$ cat config.mk
export PLATFORM = sky130hd
export DESIGN_NAME = cla_pipe_adder
export DESIGN_NICKNAME = d
export VERILOG_FILES = /design/src/rtl/cla_pkg.sv /design/src/rtl/cla_seg.sv /design/src/rtl/cla_pipe_adder.sv
export SDC_FILE = /design/constraint.sdc
export NUM_CORES = 1
export LEC_CHECK = 0
export ABC_AREA = 1
export CAP_MARGIN = 20
export CORE_MARGIN = 5
export CORE_UTILIZATION = 28
export CTS_CLUSTER_DIAMETER = 200
export DETAILED_ROUTE_END_ITERATION = 10
export MAX_ROUTING_LAYER = met4
export PLACE_DENSITY = 0.57
export RECOVER_POWER = 100
export SLEW_MARGIN = 10
export SYNTH_ARGS = -nofsm -noshare
export SYNTH_HDL_FRONTEND = slang
export SYNTH_HIERARCHICAL = 1
export SYNTH_SLANG_ARGS = --single-unit
$ cat constraint.sdc
create_clock -name clk -period 5.25 [get_ports clk]
set_input_delay 1.3125 -clock clk [delete_from_list [all_inputs] [get_ports clk]]
set_output_delay 1.3125 -clock clk [all_outputs]
set_load 0.02 [all_outputs]
$ cat src/rtl/cla_pkg.sv
// Shared sizing helpers for the pipelined carry-lookahead adder: segment width,
// lookahead group count, parameter legality and skew-register packing.
package cla_pkg;

  function automatic int seg_width(input int width, input int stages);
    return width / stages;
  endfunction

  function automatic int group_count(input int seg, input int block);
    return seg / block;
  endfunction

  function automatic bit params_legal(input int width, input int stages, input int block);
    return (width > 0) && (stages > 0) && (block > 0) && ((width % (stages * block)) == 0);
  endfunction

  // Stage k keeps the not-yet-added B segments k+1..STAGES-1; slices are packed
  // back to back, so stage k starts after the slices of stages 0..k-1.
  function automatic int skew_ofs(input int width, input int seg, input int k);
    return k * width - (seg * k * (k + 1)) / 2;
  endfunction

  function automatic int skew_total(input int width, input int seg, input int stages);
    int t;
    t = skew_ofs(width, seg, stages - 1);
    return (t < 1) ? 1 : t;
  endfunction

endpackage

$ cat src/rtl/cla_seg.sv
// Combinational SEG-bit adder: BLOCK-bit generate/propagate groups feeding a
// second-level lookahead across the groups of the segment.
module cla_seg
  import cla_pkg::*;
#(
  parameter int SEG   = 16,
  parameter int BLOCK = 4
) (
  input  logic [SEG-1:0] a_i,
  input  logic [SEG-1:0] b_i,
  input  logic           cin_i,
  output logic [SEG-1:0] sum_o,
  output logic           cout_o,
  output logic           cmsb_o
);

  localparam int NG = group_count(SEG, BLOCK);

  logic [SEG-1:0] g;
  logic [SEG-1:0] p;
  logic [SEG-1:0] c;
  logic [NG-1:0]  gg;
  logic [NG-1:0]  pg;
  logic [NG:0]    cg;

  assign g = a_i & b_i;
  assign p = a_i ^ b_i;

  for (genvar gi = 0; gi < NG; gi++) begin : g_grp
    logic             gk;
    logic             pk;
    logic [BLOCK-1:0] cb;

    always_comb begin
      gk = 1'b0;
      pk = 1'b1;
      for (int j = 0; j < BLOCK; j++) begin
        gk = g[gi*BLOCK+j] | (p[gi*BLOCK+j] & gk);
        pk = pk & p[gi*BLOCK+j];
      end
    end

    // Bit carries inside the group only depend on the group carry-in.
    always_comb begin
      logic cv;
      cv = cg[gi];
      cb = '0;
      for (int j = 0; j < BLOCK; j++) begin
        cb[j] = cv;
        cv    = g[gi*BLOCK+j] | (p[gi*BLOCK+j] & cv);
      end
    end

    assign gg[gi]                = gk;
    assign pg[gi]                = pk;
    assign c[gi*BLOCK +: BLOCK]  = cb;
  end

  always_comb begin
    logic cv;
    cv    = cin_i;
    cg    = '0;
    cg[0] = cin_i;
    for (int k = 0; k < NG; k++) begin
      cv      = gg[k] | (pg[k] & cv);
      cg[k+1] = cv;
    end
  end

  assign sum_o  = p ^ c;
  assign cout_o = cg[NG];
  assign cmsb_o = c[SEG-1];

endmodule

$ cat src/rtl/cla_pipe_adder.sv
// Pipelined WIDTH-bit carry-lookahead adder/subtractor with valid/ready on both
// sides; one SEG-bit segment is added per register stage.
module cla_pipe_adder
  import cla_pkg::*;
#(
  parameter int WIDTH  = 32,
  parameter int STAGES = 2,
  parameter int BLOCK  = 4
) (
  input  logic             clk,
  input  logic             rst,
  input  logic             in_valid,
  output logic             in_ready,
  input  logic [WIDTH-1:0] a,
  input  logic [WIDTH-1:0] b,
  input  logic             cin,
  input  logic             sub,
  output logic             out_valid,
  input  logic             out_ready,
  output logic [WIDTH-1:0] sum,
  output logic             cout,
  output logic             ovf
);

  localparam int SEG = seg_width(WIDTH, STAGES);
  localparam int SKW = skew_total(WIDTH, SEG, STAGES);

  if (!params_legal(WIDTH, STAGES, BLOCK)) begin : g_bad_params
    $error("cla_pipe_adder: WIDTH must be a positive multiple of STAGES*BLOCK");
  end

  logic              adv;
  logic [WIDTH-1:0]  b_eff;
  logic              cin_eff;
  logic [STAGES-1:0] vld_q, vld_d;
  logic [STAGES-1:0] c_q, c_d;
  logic [STAGES-1:0] cm_d;
  logic [WIDTH-1:0]  acc_q [STAGES];
  logic [WIDTH-1:0]  acc_d [STAGES];
  logic [SKW-1:0]    skew_q, skew_d;
  logic              ovf_q, ovf_d;
  logic              unused_cmsb;

  // One global enable: the whole pipe moves unless the output is blocked.
  assign adv      = !vld_q[STAGES-1] || out_ready;
  assign in_ready = adv;

  assign b_eff   = sub ? ~b : b;
  assign cin_eff = sub | cin;

  // acc carries completed sum segments below segment gi and untouched A above it.
  for (genvar gi = 0; gi < STAGES; gi++) begin : g_stage
    logic [WIDTH-1:0] acc_in;
    logic [WIDTH-1:0] acc_nx;
    logic [SEG-1:0]   seg_b;
    logic [SEG-1:0]   seg_sum;
    logic             seg_c;

    if (gi == 0) begin : g_head
      assign acc_in    = a;
      assign seg_b     = b_eff[SEG-1:0];
      assign seg_c     = cin_eff;
      assign vld_d[gi] = in_valid;
    end else begin : g_body
      assign acc_in    = acc_q[gi-1];
      assign seg_b     = skew_q[skew_ofs(WIDTH, SEG, gi-1) +: SEG];
      assign seg_c     = c_q[gi-1];
      assign vld_d[gi] = vld_q[gi-1];
    end

    if (gi < STAGES - 1) begin : g_skew
      localparam int REM = WIDTH - (gi + 1) * SEG;
      if (gi == 0) begin : g_first
        assign skew_d[skew_ofs(WIDTH, SEG, gi) +: REM] = b_eff[WIDTH-1:SEG];
      end else begin : g_next
        assign skew_d[skew_ofs(WIDTH, SEG, gi) +: REM] =
          skew_q[skew_ofs(WIDTH, SEG, gi-1) + SEG +: REM];
      end
    end

    cla_seg #(
      .SEG   (SEG),
      .BLOCK (BLOCK)
    ) u_seg (
      .a_i    (acc_in[gi*SEG +: SEG]),
      .b_i    (seg_b),
      .cin_i  (seg_c),
      .sum_o  (seg_sum),
      .cout_o (c_d[gi]),
      .cmsb_o (cm_d[gi])
    );

    always_comb begin
      acc_nx                = acc_in;
      acc_nx[gi*SEG +: SEG] = seg_sum;
    end

    assign acc_d[gi] = acc_nx;
  end

  if (STAGES == 1) begin : g_no_skew
    logic unused_skew;
    assign skew_d      = '0;
    assign unused_skew = ^skew_q;
  end

  // Only the last segment's MSB carry-in matters for signed overflow.
  assign unused_cmsb = ^cm_d;
  assign ovf_d       = cm_d[STAGES-1] ^ c_d[STAGES-1];

  always_ff @(posedge clk) begin
    if (rst) begin
      vld_q  <= '0;
      c_q    <= '0;
      skew_q <= '0;
      ovf_q  <= 1'b0;
      for (int k = 0; k < STAGES; k++) begin
        acc_q[k] <= '0;
      end
    end else if (adv) begin
      vld_q  <= vld_d;
      skew_q <= skew_d;
      for (int k = 0; k < STAGES; k++) begin
        if (vld_d[k]) begin
          acc_q[k] <= acc_d[k];
          c_q[k]   <= c_d[k];
        end
      end
      if (vld_d[STAGES-1]) begin
        ovf_q <= ovf_d;
      end
    end
  end

  assign out_valid = vld_q[STAGES-1];
  assign sum       = acc_q[STAGES-1];
  assign cout      = c_q[STAGES-1];
  assign ovf       = ovf_q;

endmodule

==> results.tsv, run 1 <==
metric	value	unit
hold_violations	0	
dr.pass1.iters	5	
cp_cell_sequence	dlygate4sd3_1, inv_1, nand2_1, clkbuf_1, nand2_1, nand2_1, clkbuf_1	
worstHoldStart	c_q[1]	
final_cell_mix	inv_1, nor2_1, nand2_1	
slowest_delay	0.90	ns
avgSynthCellArea	9.30	µm²
crit_buf_inv	4	
ys_warn_count	6	
die_y	147	µm
wl_per_cell	12.8	µm
critical_path.slowest_cell	clkbuf_1	
cpLargestDelayFamily	buffers and inverters	
root_buffer	clkbuf_16	
worstSkewPairLatency	0.34	ns
syn_to_final_growth	24.1	%
critPathLaunch	out_ready	
ir_drop	0.130	mV
crit_arrival	4.39	ns
clkTransAtPathRegs	0.07	ns
syn_nets	691	
die_w	147	µm
p_sw	0.000540	W
slew_headroom	-14.9	%
end_kind	flip-flop	
comb_power_share	23.0	%
antenna_found_initial	0	
fin_nets	763	
violations	max-capacitance violations, max-slew violations	
layout-drive-gt1-share	4.83	%
wl	11200	µm
cts_setup_buffers	0	
netSwitchingFraction	28.9	%
p_clk_share	32.6	%
final.period_utilization	84.5	%
power	0.00187	W
cts.sinks	85	
outcome	complete, but fails checks	
core.rowCount	50	
gr-total-overflow	0	
htree_levels	3	
grt_pass1_wl	18200	µm
tightest_slew	1.72	ns
final_common_cell	inv_1	
grt_max_degree	46	
drv_cap	2	
timing.fmax	225	MHz
route.detailed.drc	0	
dpl.hpwl	8540	µm
p_leak	3.06	nW
p_int	0.00133	W
drv_slew	54	
ctsLongestPathBuffers	2	
crit_path_start_kind	input pin	
worstPathRequired	5.20	ns
core-area	0.0186	mm²
powerDensity	287	mW/mm²
cts_buffers	9	
diodes	0	
min_period	4.44	ns
ctsHoldBuffers	0	
seq_power_share	44.4	%
place_congestion	0.747	
dr.first_iter.drc_count	118	
ios	106	
final_antenna_net_count	0	
die_area	0.0216	mm²
syn_inst	565	
rsz0062_at_grt	false	
cts_resized	0	
num_vias	3547	
reg2reg_setup_slack	2.03	ns
cts_tree	built	
r2r_start	vld_q[1]	
portBuffers	105	
tns	0	ns
grtUsageTotal	11.1	%
synth.cell_area	0.00526	mm²
crit_fanout	23	
first_global_vias	3595	
final-setup-viol-count	0	
cp_common_cell	nand2_1	
post_drt_via_cell_ratio	4.05	
finClkSkew	0.00657	ns
crit_type	input pin to flip-flop	
initial_core_util	28.3	%
min_path_type	flip-flop to flip-flop	
## flip-flops by register name, summed over array words and instances (netlist names)
signal,cells
g_stage.seg_b,16
acc_q,64
ovf,1
c_q,2
vld_q,2
## final timing paths
| path | cells after the start | to |
|---|---|---|
| max | 7 | acc_q[0][8] |
| min | 2 | c_q[1] |
| max reg2reg | 5 | acc_q[0][8] |
| min reg2reg | 2 | c_q[1] |
## cell type report
type	count	area (µm²)
multi-input cells	319	2110
flip-flops and latches	85	2340
clock buffers	10	239
fillers	1875	12100
clock inverters	6	47.5
inverters	113	424
repair buffers	109	1070
well taps	234	293
## per-layer routing
layer | vias to the layer above | track usage (%) | part of all wire [%]
li1 | 1859 | - | -
met1 | 1626 | 13.3 | 45
met2 | 52 | 18.8 | 50
met3 | 10 | 1.91 | 2.8
met4 | 0 | 3.91 | 1.5
met5 | - | - | 0
## power by group through the flow
| stage | Sequential [W] | Combinational (W) | Clock [W] |
|---|---|---|---|
| after floorplan | 0.000839 | 0.000315 | 0 |
| after global placement | 0.000847 | 0.000446 | 0 |
| after detailed placement | 0.000849 | 0.000452 | 0 |
| after CTS | 0.000834 | 0.000454 | 0.000634 |
| after global routing | 0.000839 | 0.000500 | 0.000662 |
| final | 0.000831 | 0.000430 | 0.000609 |
## per-stage QoR
stage	cell area, µm²	instances	util [%]	setup WS [ns]	hold WS, ns
CTS	6550	876	35.3	1.10	0.481
floorplan	5260	565	-	1.05	0.456
finish	6520	876	35.1	0.811	0.477
global placement	6270	860	33.7	0.814	0.465
detailed placement	6270	860	33.7	0.748	0.472
global route	6520	876	35.1	0.507	0.495
## worst reg2reg max path, cell delays in order (launching register included)
cell and delay (ns):
dfxtp_1 0.32, nand2_1 0.10, clkbuf_1 0.71, nand2_1 0.23
nand2_1 0.55, clkbuf_1 0.90
Power figures use the tool's default switching activity.
==> inputs of run 2 (changes only) <==
PLACE_DENSITY = 0.58   (was 0.57)
clock period = 4 ns   (was 5.25 ns; I/O delays follow)
==> run 2 against run 1 <==
Against the previous run: the flow now finishes without violations; register-to-register slack worse by 1.0 ns; routed wire length up 0.55%; critical path type unchanged; first-iteration DRC count up 75%; sequential power up 31%; largest cell class unchanged; critical path depth up 10; final area up 1.6%; worst hold slack worse by 0.0018 ns; largest power group unchanged.
==> results.tsv, run 2 (synthesis gave the netlist of run 1 again) <==
metric	value	unit
ctsLongestPathBuffers	2	
wl_per_cell	12.6	µm
ctsHoldBuffers	0	
dr.pass1.iters	5	
wl	11200	µm
ir_drop	0.215	mV
end_kind	flip-flop	
slowest_delay	0.47	ns
fin_util	35.7	%
place_congestion	0.800	
tightest_slew	1.11	ns
cts.sinks	85	
hold_violations	0	
grt_max_degree	36	
final_antenna_net_count	0	
cp_common_cell	nand2_1	
crit_buf_inv	2	
antenna_found_initial	0	
gr-total-overflow	0	
cts_setup_buffers	0	
slew_headroom	26.1	%
timing.fmax	267	MHz
cp_cell_sequence	clkdlybuf4s50_1, xor2_1, ha_1, nand2_1, nand2_1, nand2_1, nand2_1, nand2_1, nand2_2, nand2_1, nand2_2, fa_1, fa_1, fa_1, xor2_1, inv_1, nor2_1	
die_area	0.0216	mm²
final-setup-viol-count	0	
crit_path_start_kind	input pin	
outcome	finished, final reports clean	
grt_pass1_wl	17900	µm
drv_slew	0	
dr_wl_met3	366	µm
rsz0062_at_grt	false	
final_cell_mix	inv_1, nor2_1, nand2_1	
first_global_vias	3540	
diodes	0	
min_period	3.74	ns
finClkSkew	0.00655	ns
setup_ws	0.256	ns
cts_buffers	9	
final_common_cell	inv_1	
htree_levels	3	
drv_cap	0	
crit_arrival	3.81	ns
cpLargestDelayFamily	adder cells	
num_vias	3556	
ios	106	
largest_reg_flops	64	
core.rowCount	50	
path_depth	17	
portBuffers	105	
dpl_cell_area	0.00640	mm²
crit_fanout	2	
layout-drive-gt1-share	6.54	%
dpl.hpwl	8730	µm
met2_length	5610	µm
worstPathRequired	4.07	ns
initial_core_util	28.3	%
core-area	0.0186	mm²
die_w	147	µm
syn_to_final_growth	26.1	%
largest_register	acc_q	
clkTransAtPathRegs	0.06	ns
wl_met1	5130	µm
min_path_type	flip-flop to flip-flop	
grtUsageTotal	10.8	%
die_y	147	µm
place_ws	-0.0754	ns
worstSkewPairLatency	0.34	ns
route.top_layer_used	met4	
final.period_utilization	93.6	%
powerDensity	371	mW/mm²
p_leak	3.12	nW
root_buffer	clkbuf_16	
holdPathStages	2	
crit_type	input pin to flip-flop	
design_area	0.00663	mm²
cts_tree	built	
cts_resized	0	
num-fill-cells	1865	
fin_nets	778	
route.detailed.drc	0	
post_drt_via_cell_ratio	3.99	
critical_path.slowest_cell	clkdlybuf4s50_1	
dr.first_iter.drc_count	206	
r2r_cells	16	
==> run 2: layout make-up <==
class / instances / area (µm²) / area share, %
clock buffer: 11 / 243 / 3.66
clock inverter: 5 / 36.3 / 0.547
tap: 234 / 293 / 4.42
timing repair buffer: 124 / 1180 / 17.9
multi-input combinational: 319 / 2110 / 31.8
inverter: 113 / 424 / 6.40
sequential: 85 / 2340 / 35.3
==> run 2: worst min-delay path: cells and delay by family, from the launching register on <==
family | cells | cell delay [ns]
flops | 1 | 0.31
simple gates | 2 | 0.12
==> run 2: metal layers <==
layer / vias to the layer above / global-route usage (%)
met5: - / -
met4: 0 / 3.08
met3: 10 / 2.47
met2: 49 / 18.0
met1: 1602 / 13.1
li1: 1895 / -
==> run 2: where the power goes <==
part           internal, W  switching (W)
registers          0.00105      0.0000389
clock network     0.000438       0.000349
logic             0.000270       0.000315
total              0.00176       0.000703
==> run 2: worst paths after layout <==
check | from | end | slack, ns
setup / recovery | b[1] | acc_q[0][11] | 0.26
hold / removal | c_q[1] | c_q[1] | 0.48
setup reg to reg | acc_q[0][17] | acc_q[0][62] | 0.98
hold reg to reg | c_q[1] | c_q[1] | 0.48
==> run 2: metrics by stage <==
step                total power, W  setup TNS (ns)  hold WS (ns)  std cells
CTS                        0.00253               0         0.488        890
floorplan                  0.00151               0         0.456        565
finish                     0.00246               0         0.475        891
global placement           0.00172         -0.0504         0.464        874
global route               0.00263               0         0.521        891
detailed placement         0.00173          -0.216         0.479        874
==> inputs of run 3 (changes only) <==
CORE_UTILIZATION = 45   (was 28)
PLACE_DENSITY = 0.82   (was 0.58)
SKIP_CTS_REPAIR_TIMING = 1   (was default)
==> run 3 against run 2 <==
Against the previous run: register-to-register slack improved by 0.08 ns; worst setup slack improved by 0.019 ns; final cell count fell by 9.7%; routed wire length fell by 1.4%; worst hold slack improved by 0.013 ns; global-route usage rose by 5.8 points; count of clock-buffer cells in the layout rose by 2; first-iteration DRC count rose by 40%; sequential share of layout area fell by 0.15 points; core utilization rose by 23 points; total power rose by 4.7%; via count rose by 4.9%; largest power group unchanged; highest routed layer unchanged.
==> results.tsv, run 3 (synthesis gave the netlist of run 1 again) <==
metric	value	unit
cts.sinks	85	
fin_util	58.3	%
die_y	118	µm
dpl_cell_area	0.00627	mm²
crit_type	input pin to flip-flop	
rsz0062_at_grt	false	
fin_nets	784	
ios	106	
dpl.hpwl	8480	µm
end_kind	flip-flop	
syn_to_final_growth	26.7	%
stdcell_count	805	
r2r_cells	16	
outcome	finished, final reports clean	
wl_per_cell	13.8	µm
place_congestion	0.881	
holdPathStages	2	
finClkSkew	0.0129	ns
power	0.00258	W
wl	11100	µm
drv_slew	0	
diodes	0	
timing.fmax	268	MHz
antenna_found_initial	0	
p_sw	0.000686	W
num-fill-cells	944	
clkTransAtPathRegs	0.06	ns
final_antenna_net_count	0	
dr.pass1.iters	4	
crit_path_start_kind	input pin	
multi_input_area	0.00214	mm²
core-area	0.0114	mm²
slew_headroom	36.0	%
die_area	0.0139	mm²
grtUsageTotal	16.5	%
min_period	3.73	ns
dp.cells	783	
tightest_slew	0.960	ns
worstSkewPairLatency	0.33	ns
first_global_vias	3812	
grt_max_degree	35	
die_w	118	µm
root_buffer	clkbuf_16	
core.rowCount	39	
p_int	0.00189	W
seq_power_share	42.4	%
crit_fanout	2	
final_cell_mix	inv_1, nor2_1, nand2_1	
ctsLongestPathBuffers	2	
p_clk_share	33.9	%
cts_buffers	9	
num_vias	3732	
dr.first_iter.drc_count	288	
hold_violations	0	
crit_arrival	3.79	ns
post_drt_via_cell_ratio	4.64	
ir_drop	0.222	mV
final.period_utilization	93.1	%
final_common_cell	inv_1	
min_path_type	flip-flop to flip-flop	
drv_cap	0	
initial_core_util	46.0	%
worstPathRequired	4.07	ns
hold_slack	0.488	ns
p_leak	3.20	nW
route.detailed.drc	0	
gr-total-overflow	0	
powerDensity	387	mW/mm²
largest_register	acc_q	
ff_latch_area	0.00234	mm²
design_area	0.00666	mm²
final-setup-viol-count	0	
cts_tree	built	
portBuffers	105	
netSwitchingFraction	26.6	%
grt_pass1_wl	18100	µm
htree_levels	3	
comb_power_share	23.7	%
largest_reg_flops	64	
layout-drive-gt1-share	7.85	%
-- run 3: changes by cell type in the layout (fill, tap and decap cells not counted), moves of 2 or more --
cell,delta
xor2_2,+2
xor2_1,-2
clkinvlp_4,-3
clkbuf_16,+3
buf_4,+5
-- run 3: cell type report --
type | count | area share (%)
Clock buffer | 13 | 4.25
Timing Repair Buffer | 130 | 18.8
Tap cell | 143 | 2.69
Multi-Input combinational cell | 319 | 32.1
Sequential cell | 85 | 35.2
Inverter | 113 | 6.37
Clock inverter | 2 | 0.582
-- run 3: worst max-delay path, stage by stage --
cell and delay, ns:
clkdlybuf4s50_1 0.50, xor2_2 0.18, ha_1 0.27, nand2_1 0.06, nor2_1 0.04, nor2_1 0.10, nand2_2 0.09, clkbuf_4 0.14
fa_1 0.38, fa_1 0.39, fa_1 0.39, xor2_1 0.15, inv_1 0.06, nor2_1 0.05
-- run 3: worst paths after layout --
kind / from / endpoint / slack [ns]
hold / removal: ovf / ovf / 0.49
setup reg to reg: acc_q[0][17] / acc_q[0][62] / 1.06
hold reg to reg: ovf / ovf / 0.49
setup / recovery: b[2] / acc_q[0][7] / 0.27
-- run 3: metrics by stage --
stage               setup WS (ns)  setup TNS [ns]
floorplan                   0.109               0
global placement           -0.213          -0.965
detailed placement         -0.352           -1.74
CTS                      0.000410               0
global route               0.0234               0
finish                      0.275               0
-- run 3: power groups by stage --
stage	sequential, W	clock, W	combinational, W
after global routing	0.00110	0.000923	0.000692
final	0.00109	0.000874	0.000609
after detailed placement	0.00111	0	0.000615
after CTS	0.00110	0.000886	0.000621
after floorplan	0.00110	0	0.000413
after global placement	0.00111	0	0.000587
-- run 3: routing by layer --
metal	wire length [µm]	track usage, %	part of all wire, %
met5	0	-	0
met4	179	5.66	1.6
met3	387	2.59	3.5
met2	6030	29.0	54
met1	4490	19.3	40
